**src/rtl/lfsr_pkg.sv**
```systemverilog
// Shared constants and types for the LFSR word server.
package lfsr_pkg;

    localparam int LFSR_W = 18;
    localparam int TAP_HI = 18;
    localparam int TAP_LO = 11;
    localparam logic [LFSR_W-1:0] LFSR_RESET = 18'd1;

    typedef enum logic [1:0] {
        IDLE  = 2'd0,
        SHIFT = 2'd1,
        DONE  = 2'd2
    } state_t;

    // Feedback bit of the Fibonacci LFSR: m[TAP_HI] ^ m[TAP_LO].
    // Vector bit k-1 holds LFSR stage m[k].
    function automatic logic lfsr_feedback(input logic [LFSR_W-1:0] m);
        return m[TAP_HI-1] ^ m[TAP_LO-1];
    endfunction

endpackage

```
**src/rtl/lfsr_core.sv**
```systemverilog
// 18-bit Fibonacci LFSR register with load and step controls.
// Load wins over step; the caller is responsible for never loading zero.
module lfsr_core
    import lfsr_pkg::*;
(
    input  logic              clock,
    input  logic              clear,
    input  logic              step,
    input  logic              load,
    input  logic [LFSR_W-1:0] load_val,
    output logic [LFSR_W-1:0] state,
    output logic              bit_out
);

    logic [LFSR_W-1:0] lfsr_r;
    logic              fb_s;

    assign fb_s    = lfsr_feedback(lfsr_r);
    assign state   = lfsr_r;
    assign bit_out = lfsr_r[TAP_HI-1];

    // LFSR state register: reset, load, single step, or hold.
    always_ff @(posedge clock) begin
        if (clear) begin
            lfsr_r <= LFSR_RESET;
        end else if (load) begin
            lfsr_r <= load_val;
        end else if (step) begin
            lfsr_r <= {lfsr_r[LFSR_W-2:0], fb_s};
        end else begin
            lfsr_r <= lfsr_r;
        end
    end

endmodule

```
**src/rtl/lfsr_word_server.sv**
```systemverilog
// Round-robin server handing out WORD_W-bit words from one shared LFSR.
// Each accepted request shifts the LFSR WORD_W times (MSB first) and
// delivers the word with a one-cycle valid/grant pulse.
module lfsr_word_server
    import lfsr_pkg::*;
#(
    parameter int NREQ   = 4,
    parameter int WORD_W = 8
) (
    input  logic                    clock,
    input  logic                    clear,
    input  logic [NREQ-1:0]         req,
    input  logic                    seed_load,
    input  logic [LFSR_W-1:0]       seed_in,
    output logic [NREQ-1:0]         gnt,
    output logic                    word_valid,
    output logic [WORD_W-1:0]       word_data,
    output logic [$clog2(NREQ)-1:0] word_owner,
    output logic                    busy
);

    localparam int OW = $clog2(NREQ);
    localparam int CW = $clog2(WORD_W + 1);
    localparam logic [CW-1:0]   CNT_LAST  = CW'(WORD_W - 1);
    localparam logic [CW-1:0]   CNT_ONE   = CW'(1);
    localparam logic [OW-1:0]   OWNER_RST = OW'(NREQ - 1);
    localparam logic [NREQ-1:0] GNT_ONE   = NREQ'(1);

    state_t            state_r;
    state_t            state_nx_s;
    logic [CW-1:0]     cnt_r;
    logic [OW-1:0]     owner_r;
    logic [OW-1:0]     last_owner_r;
    logic [OW-1:0]     winner_s;
    logic [WORD_W-1:0] word_r;
    logic [WORD_W:0]   word_shift_s;
    logic [NREQ-1:0]   gnt_r;
    logic              valid_r;
    logic              busy_r;
    logic              accept_s;
    logic              step_s;
    logic              load_s;
    logic [LFSR_W-1:0] load_val_s;
    logic [LFSR_W-1:0] lfsr_state_s;
    logic              lfsr_bit_s;

    // First set request bit at or after last+1, wrapping around.
    function automatic logic [OW-1:0] rr_pick(input logic [NREQ-1:0] r,
                                              input logic [OW-1:0]   last);
        logic [OW-1:0] pick;
        logic          found;
        int            idx;
        pick  = last;
        found = 1'b0;
        for (int k = 32'sd1; k <= NREQ; k++) begin
            idx = (int'(last) + k) % NREQ;
            if (!found && r[idx[OW-1:0]]) begin
                pick  = idx[OW-1:0];
                found = 1'b1;
            end
        end
        return pick;
    endfunction

    lfsr_core u_core (
        .clock    (clock),
        .clear    (clear),
        .step     (step_s),
        .load     (load_s),
        .load_val (load_val_s),
        .state    (lfsr_state_s),
        .bit_out  (lfsr_bit_s)
    );

    assign word_shift_s = {word_r, lfsr_bit_s};
    assign step_s       = (state_r == SHIFT);

    // Next-state decode and request acceptance.
    always_comb begin
        state_nx_s = state_r;
        accept_s   = 1'b0;
        winner_s   = rr_pick(req, last_owner_r);
        case (state_r)
            IDLE: begin
                if (|req) begin
                    state_nx_s = SHIFT;
                    accept_s   = 1'b1;
                end else begin
                    state_nx_s = IDLE;
                end
            end
            SHIFT: begin
                if (cnt_r == CNT_LAST) begin
                    state_nx_s = DONE;
                end else begin
                    state_nx_s = SHIFT;
                end
            end
            DONE: begin
                state_nx_s = IDLE;
            end
            default: begin
                state_nx_s = IDLE;
            end
        endcase
    end

    // Seed loading with zero-seed substitution; a corrupted all-zero LFSR
    // is also recovered here so the generator can never lock up.
    always_comb begin
        load_s     = 1'b0;
        load_val_s = LFSR_RESET;
        if (lfsr_state_s == {LFSR_W{1'b0}}) begin
            load_s     = 1'b1;
            load_val_s = LFSR_RESET;
        end else if ((state_r == IDLE) && seed_load) begin
            load_s = 1'b1;
            if (seed_in == {LFSR_W{1'b0}}) begin
                load_val_s = LFSR_RESET;
            end else begin
                load_val_s = seed_in;
            end
        end else begin
            load_s     = 1'b0;
            load_val_s = LFSR_RESET;
        end
    end

    // FSM, counter, round-robin pointer, word register and registered outputs.
    always_ff @(posedge clock) begin
        if (clear) begin
            state_r      <= IDLE;
            cnt_r        <= {CW{1'b0}};
            owner_r      <= {OW{1'b0}};
            last_owner_r <= OWNER_RST;
            word_r       <= {WORD_W{1'b0}};
            gnt_r        <= {NREQ{1'b0}};
            valid_r      <= 1'b0;
            busy_r       <= 1'b0;
        end else begin
            state_r <= state_nx_s;
            valid_r <= (state_nx_s == DONE);
            busy_r  <= (state_nx_s != IDLE);
            if (state_nx_s == DONE) begin
                gnt_r <= GNT_ONE << owner_r;
            end else begin
                gnt_r <= {NREQ{1'b0}};
            end
            if (accept_s) begin
                owner_r      <= winner_s;
                last_owner_r <= winner_s;
                word_r       <= {WORD_W{1'b0}};
                cnt_r        <= {CW{1'b0}};
            end else if (state_r == SHIFT) begin
                word_r <= word_shift_s[WORD_W-1:0];
                cnt_r  <= cnt_r + CNT_ONE;
            end else begin
                word_r <= word_r;
                cnt_r  <= cnt_r;
            end
        end
    end

    assign gnt        = gnt_r;
    assign word_valid = valid_r;
    assign word_data  = word_r;
    assign word_owner = owner_r;
    assign busy       = busy_r;

endmodule
```
**config.mk**
```make
export PLATFORM = sky130hd
export DESIGN_NAME = lfsr_word_server
export DESIGN_NICKNAME = d
export VERILOG_FILES = /design/src/rtl/lfsr_pkg.sv /design/src/rtl/lfsr_core.sv /design/src/rtl/lfsr_word_server.sv
export SDC_FILE = /design/constraint.sdc
export NUM_CORES = 1
export LEC_CHECK = 0
export ABC_AREA = 1
export CORE_ASPECT_RATIO = 0.8
export CORE_MARGIN = 2
export CORE_UTILIZATION = 49
export DETAILED_ROUTE_END_ITERATION = 12
export GPL_TIMING_DRIVEN = 0
export PLACE_DENSITY = 0.74
export SYNTH_ARGS = -nofsm -noshare
export SYNTH_HDL_FRONTEND = slang
export SYNTH_HIERARCHICAL = 1
export SYNTH_SLANG_ARGS = --single-unit
```
**constraint.sdc**
```tcl
create_clock -name clock -period 2.45 [get_ports clock]
set_input_delay 0.49 -clock clock [delete_from_list [all_inputs] [get_ports clock]]
set_output_delay 0.49 -clock clock [all_outputs]
set_load 0.005 [all_outputs]
```
# Word-level counts from Yosys, hierarchy flattened
# Index checks and enable logic that the tools add are counted.
[word_totals] reg_bits=42 in_bits=25 output_inout_bits=16 wordCells=66
[classes] addsub=5 magnitude_cmp=4 eq_ne=3 shifts=1 n_mux=27 bitwise_logic=2 reduce_logical=15
[op_table] cell="2-to-1 mux 18 bit" n=5
[op_table] cell="zero test 18 bit" n=2
[op_table] cell="less-than comparator 2 x 3 -> 1 bit, second input constant" n=4
[op_table] cell="2-to-1 mux 1 bit" n=12
[op_table] cell="2-to-1 mux 2 bit" n=5
[op_table] cell="binary-select mux 1 bit (select 2 bit)" n=4
[op_table] cell="adder 2 x 1 -> 2 bit, second input constant" n=2
[op_table] cell="adder 2 bit, second input constant" n=2
[op_table] cell="adder 4 x 1 -> 4 bit, second input constant" n=1
[op_table] cell="equality test 4 x 3 -> 1 bit, second input constant" n=1
[op_table] cell="logical AND 1 bit" n=4
[op_table] cell="case mux 2 bit (2 select lines)" n=1
[op_table] cell="nonzero test 2 bit" n=2
[op_table] cell="OR reduction 2 bit" n=2
[op_table] cell="OR reduction 4 bit" n=1
[op_table] cell="<< shifter 1 x 2 -> 4 bit, first input constant" n=1
[op_table] cell="zero test 1 bit" n=3
[op_table] cell="equality test 2 x 1 -> 1 bit, second input constant" n=1
[op_table] cell="equality test 2 bit, second input constant" n=1
[op_table] cell="zero test 2 bit" n=1
[op_table] cell="NOT 1 bit" n=1
[op_table] cell="XOR 1 bit" n=1

# Depth between registers and ports, before layout
[logic_depth] ltp_word=13 depth_mapped=12 depth_no_buf=11

# Cells and area by module
# Netlist, hierarchy kept.
[by_module_without_submodules] mod="lfsr_word_server" instances=1 cells_each=207 area_per_inst_um2=1422.6 seq_area_each_um2=480.5
[by_module_without_submodules] mod="lfsr_core" instances=1 cells_each=138 area_per_inst_um2=918.4 seq_area_each_um2=360.3

# Least setup slack after synthesis
# Ideal clock, no wire load.
[synth_path] path_type="flip-flop to flip-flop" startpoint="reg u_core.lfsr_r[17], in the netlist u_core/state[17]" endpoint="reg u_core.lfsr_r[0], in the netlist u_core/state[0]" t_arrival_ns=1.702 setup_slack_ns=0.625 path_stages_with_launch=11 path_buffers=4 path_cell_list="dfxtp_1 > buf_4 > nor4_2 > nand4_2 > buf_6 > nand2_1 > buf_6 > nor2_8 > buf_8 > a21oi_1 > o21ai_0"
[synth_via] elab_chain_len=3
[synth_rtl] element="start: declaration" line_no="lfsr_core.sv:15" text="logic [LFSR_W-1:0] lfsr_r;"
[synth_rtl] element="start signal: assignment" line_no="lfsr_core.sv:27" text="lfsr_r <= load_val;"
[synth_rtl] element="start signal: assignment" line_no="lfsr_core.sv:29" text="lfsr_r <= {lfsr_r[LFSR_W-2:0], fb_s};"
[synth_rtl] element="start signal: assignment" line_no="lfsr_core.sv:31" text="lfsr_r <= lfsr_r;"
[synth_rtl] element="zero test 18 bit *" line_no="lfsr_word_server.sv:113" text="if (lfsr_state_s == {LFSR_W{1'b0}}) begin"
[synth_rtl] element="2-to-1 mux 1 bit *" line_no="lfsr_word_server.sv:113"
[synth_rtl] element="via load_s" line_no="lfsr_word_server.sv:42" text="logic load_s;"
[synth_rtl] element="2-to-1 mux 18 bit / nonzero test 2 bit (equally long branches)"
# Mark *: on every way through the listed nets, which the timed path passes. The rest lies on a longest branch. The select of a mux whose other input is x is not followed.
# A chain may end at the register's enable or synchronous reset.

# Worst setup path after layout
# Ends and elaborated chain as after synthesis.

==> metrics.md <==
| Metric | Value |
|---|---|
| Run status | `finished clean` |
| Hold Crit Start | `word_owner[0]$_SDFFE_PP0P_` |
| Total global routing overflow | `0` |
| Mean area per synthesized cell | `6.785 um^2` |
| TritonCTS Buffers | `5` |
| Number of filler cells placed in the layout | `426` |
| Via count of the first global-routing pass | `2138` |
| Via density per instance | `roughly 5.0` |
| Sinks on Clock Net | `42` |
| Root buffer cell | `clkbuf_8` |
| H-Tree Level Count | `2` |
| Peak-usage layer in the global routing report | `met1` |
| Highest cell delay on the worst timing path | `around 0.37 ns` |
| Sum of negative setup slack | `0 ns` |
| CTS Hold Buffers Added | `0` |
| Synthesized instance count | `~350` |
| Post-route setup slack | `0.2176 ns` |
| Pre-CTS setup slack | `~0.26 ns` |
| Vias post-DR | `2263` |
| CTS tree | `built` |
| Maximum fanout count along the critical path | `10` |
| Share of the synthesized area in the top cell type | `a little over a third` |
| Critical Path End Type | `register` |
| Gates resized, CTS repair | `0` |
| Max-capacitance violation count | `0` |
| Transition time of the tightest slew-check pin | `0.5004 ns` |
| Most common library cell in the layout ignoring fill and taps | `nand2_1` |
| Crit path kind | `register to register` |
| Combined global-route utilization of all metal layers | `a little under a quarter` |
| Global placement routability congestion | `a little under 0.9` |
| Yosys warnings | `6` |
| Met3 Track Usage GR | `4.645%` |
| Drt initial violations | `146` |
| Post-CTS Setup Repair Bufs | `0` |
| Synth-to-Final Area Change | `25.17%` |
| Number of different library cells in the post-synthesis netlist | `35` |
| Headroom to the max-slew limit | `66.33%` |
| Unrepaired setup endpoints after global routing | `no` |
| Standard cell core area | `4597 um^2` |
| Cell count after placement | `445` |
| Period Utilization, post-route | `a little over 90%` |
| Launching point of the worst reg2reg path | `u_core/state[17]$_SDFFE_PP0P_` |
| Total wire length | `~5500 um` |
| Drt first pass iters | `4` |
| Final Setup Violations | `0` |
| Skew final | `approximately 0.0087 ns` |
| Finished Layout Cells | `between 400 and 500` |
| Most frequent cell on the critical path | `buf_6` |
| Die ar. | `~5300 um^2` |
| Req. time, crit path | `between 2 and 3 ns` |
| Flip-flop and latch count after synthesis | `42` |
| Drt wl/cell | `approximately 12 um` |
| Number of slew-limit violations in the final report | `0` |
| Proportion of layout cells with a drive suffix above 1 | `a little over an eighth` |
| Cell area after synthesis | `~2300 um^2` |
| Share of the yosys chip area belonging to registers | `approximately 36%` |
| Worst-skew pair later-pin latency | `approximately 0.3 ns` |
| Detail Route Antenna Nets | `0` |
| Cell types with the largest area share after synthesis | `dfxtp_1, nand2_1, nand3_1` |
| Post-detailed-placement half-perimeter wirelength | `~4000 um` |
| Min cycle time layout | `around 2.2 ns` |
| Final hold slack | `between 0.4 and 0.5 ns` |
| Hold WC Path Type | `register to register` |
| Critical path arrival | `2.43 ns` |
| Starting utilization of the core area | `roughly half` |
| Highest attainable clock frequency | `between 0.4 and 0.5 GHz` |
| Layout Nets | `around 420` |
| Nets in the synthesized netlist | `between 300 and 400` |
| Pin count of the biggest net entering global routing | `15` |
| Die width | `81.28 um` |
| Ant diodes | `0` |
| Cells traversed along the worst timing path | `buf_4, nor4_2, nand4_2, buf_6, nand2_1, buf_6, nor2_8, buf_8, a21oi_1, o21ai_0` |
| Number of antenna violations at the first check in global routing | `0` |
| Depth of the worst register-to-register path | `10` |
| Height of the die | `approximately 66 um` |
| Maximum buffer depth of the clock tree | `2` |
| PwrDens | `689.8 nW/um^2` |
| Cell type contributing the most total cell area after synthesis | `dfxtp_1` |
| GR Util met1 | `between 30% and 40%` |
| Lkg Pwr | `around 1.4 nW` |
| Startpoint type of the worst setup path | `register` |
| Cell with the largest stage delay on the worst path | `dfxtp_1` |
| Hold-critical path depth | `1` |
| DRC violation count after routing | `0` |
| Wire length of the first global-routing pass | `a little under 10000 um` |
| Worst voltage drop across the vdd grid | `roughly 350 uV` |
| CP startpoint | `u_core/state[17]$_SDFFE_PP0P_` |
| Number of rows in the core area | `22` |
| Hold Fails Final Rpt | `0` |
| Routing usage on met2 | `33.91%` |
| Boundary Pins | `just over 40` |
| Most frequent cells in the layout | `nand2_1, nand3_1, dfxtp_1, inv_1, clkdlybuf4s50_1` |
| Number of port buffers | `40` |
| Post-CTS clock slew at the launch and capture registers of the worst setup and hold paths | `0.09 ns` |
-- cell usage after synthesis, drive strengths merged --
cell,number
nand2,116
nand3,61
inv,47
dfxtp,42
nor2,23
a21oi,19
buf,13
nor4,4
nand4,3
o21ai,3
xor2,3
clkbuf,2
clkinv,2
nor3,2
a31oi,1
and3,1
ha,1
or2,1
xnor2,1
-- metrics by stage --
step / util (%) / total power [mW] / cell area [um^2]
after global routing: 63.75 / 2.152 / 2930
final: 63.75 / 2.021 / 2930
after CTS: 63.75 / 2.020 / 2930
after floorplan: - / 1.278 / 2341
after global placement: 61.27 / 1.450 / 2816
after detailed placement: 61.27 / 1.463 / 2816
-- registers in the layout (all words and copies together), names as in the netlist --
signal	cells
u_core/state	18
word_data	8
cnt_r	4
gnt	4
last_owner_r	2
state_r	2
word_owner	2
busy	1
word_valid	1
-- cell type report --
type / count / area (um^2) / share of cell area [%]
Multi-Input combinational cell: 239 / 1182 / 40.35
Buffer: 15 / 126.4 / 4.313
Timing Repair Buffer: 40 / 400.4 / 13.66
Clock buffer: 5 / 68.82 / 2.348
Sequential cell: 42 / 840.8 / 28.69
Clock inverter: 3 / 45.04 / 1.537
Inverter: 49 / 191.4 / 6.533
Tap cell: 60 / 75.07 / 2.562
-- layer usage --
layer  routed length [um]  share of wire, %
met1                 2819                51
met2                 2212                40
met3                  334               6.1
met4                  112               2.0
met5                    0                 0
-- critical path: cells and delay by family (launching register included) --
family	cells	cell delay, ns
flops	1	0.37
compound gates	2	0.20
simple gates	4	0.81
buf+inv	4	0.74
-- path summary, 6_finish.rpt --
path	to	slack [ns]
min	gnt[2]$_SDFF_PP0_	0.47
min reg2reg	gnt[2]$_SDFF_PP0_	0.47
max	u_core/state[0]$_SDFFE_PP1P_	0.22
max reg2reg	u_core/state[0]$_SDFFE_PP1P_	0.22
-- report_power, final --
group,leakage (nW),switching (mW),internal [mW]
Clock,0.0504,0.262,0.303
Sequential,0.342,0.0494,0.732
Combinational,1.02,0.403,0.272
-- cells by family (layout without fill, tap and decap cells) --
| family | count (synthesis) | after routing | share of synthesized area, % |
|---|---|---|---|
| AND/OR/NAND/NOR | 211 | 211 | 43.03 |
| buffers and inverters | 64 | 112 | 13.58 |
| flip-flops | 42 | 42 | 35.92 |
| AO/OA/AOI/OAI | 23 | 23 | 5.452 |
| XOR/XNOR | 4 | 4 | 1.497 |
| adder cells (fa/ha/maj) | 1 | 1 | 0.5344 |
Note: power is estimated with default switching activity, not from simulation.
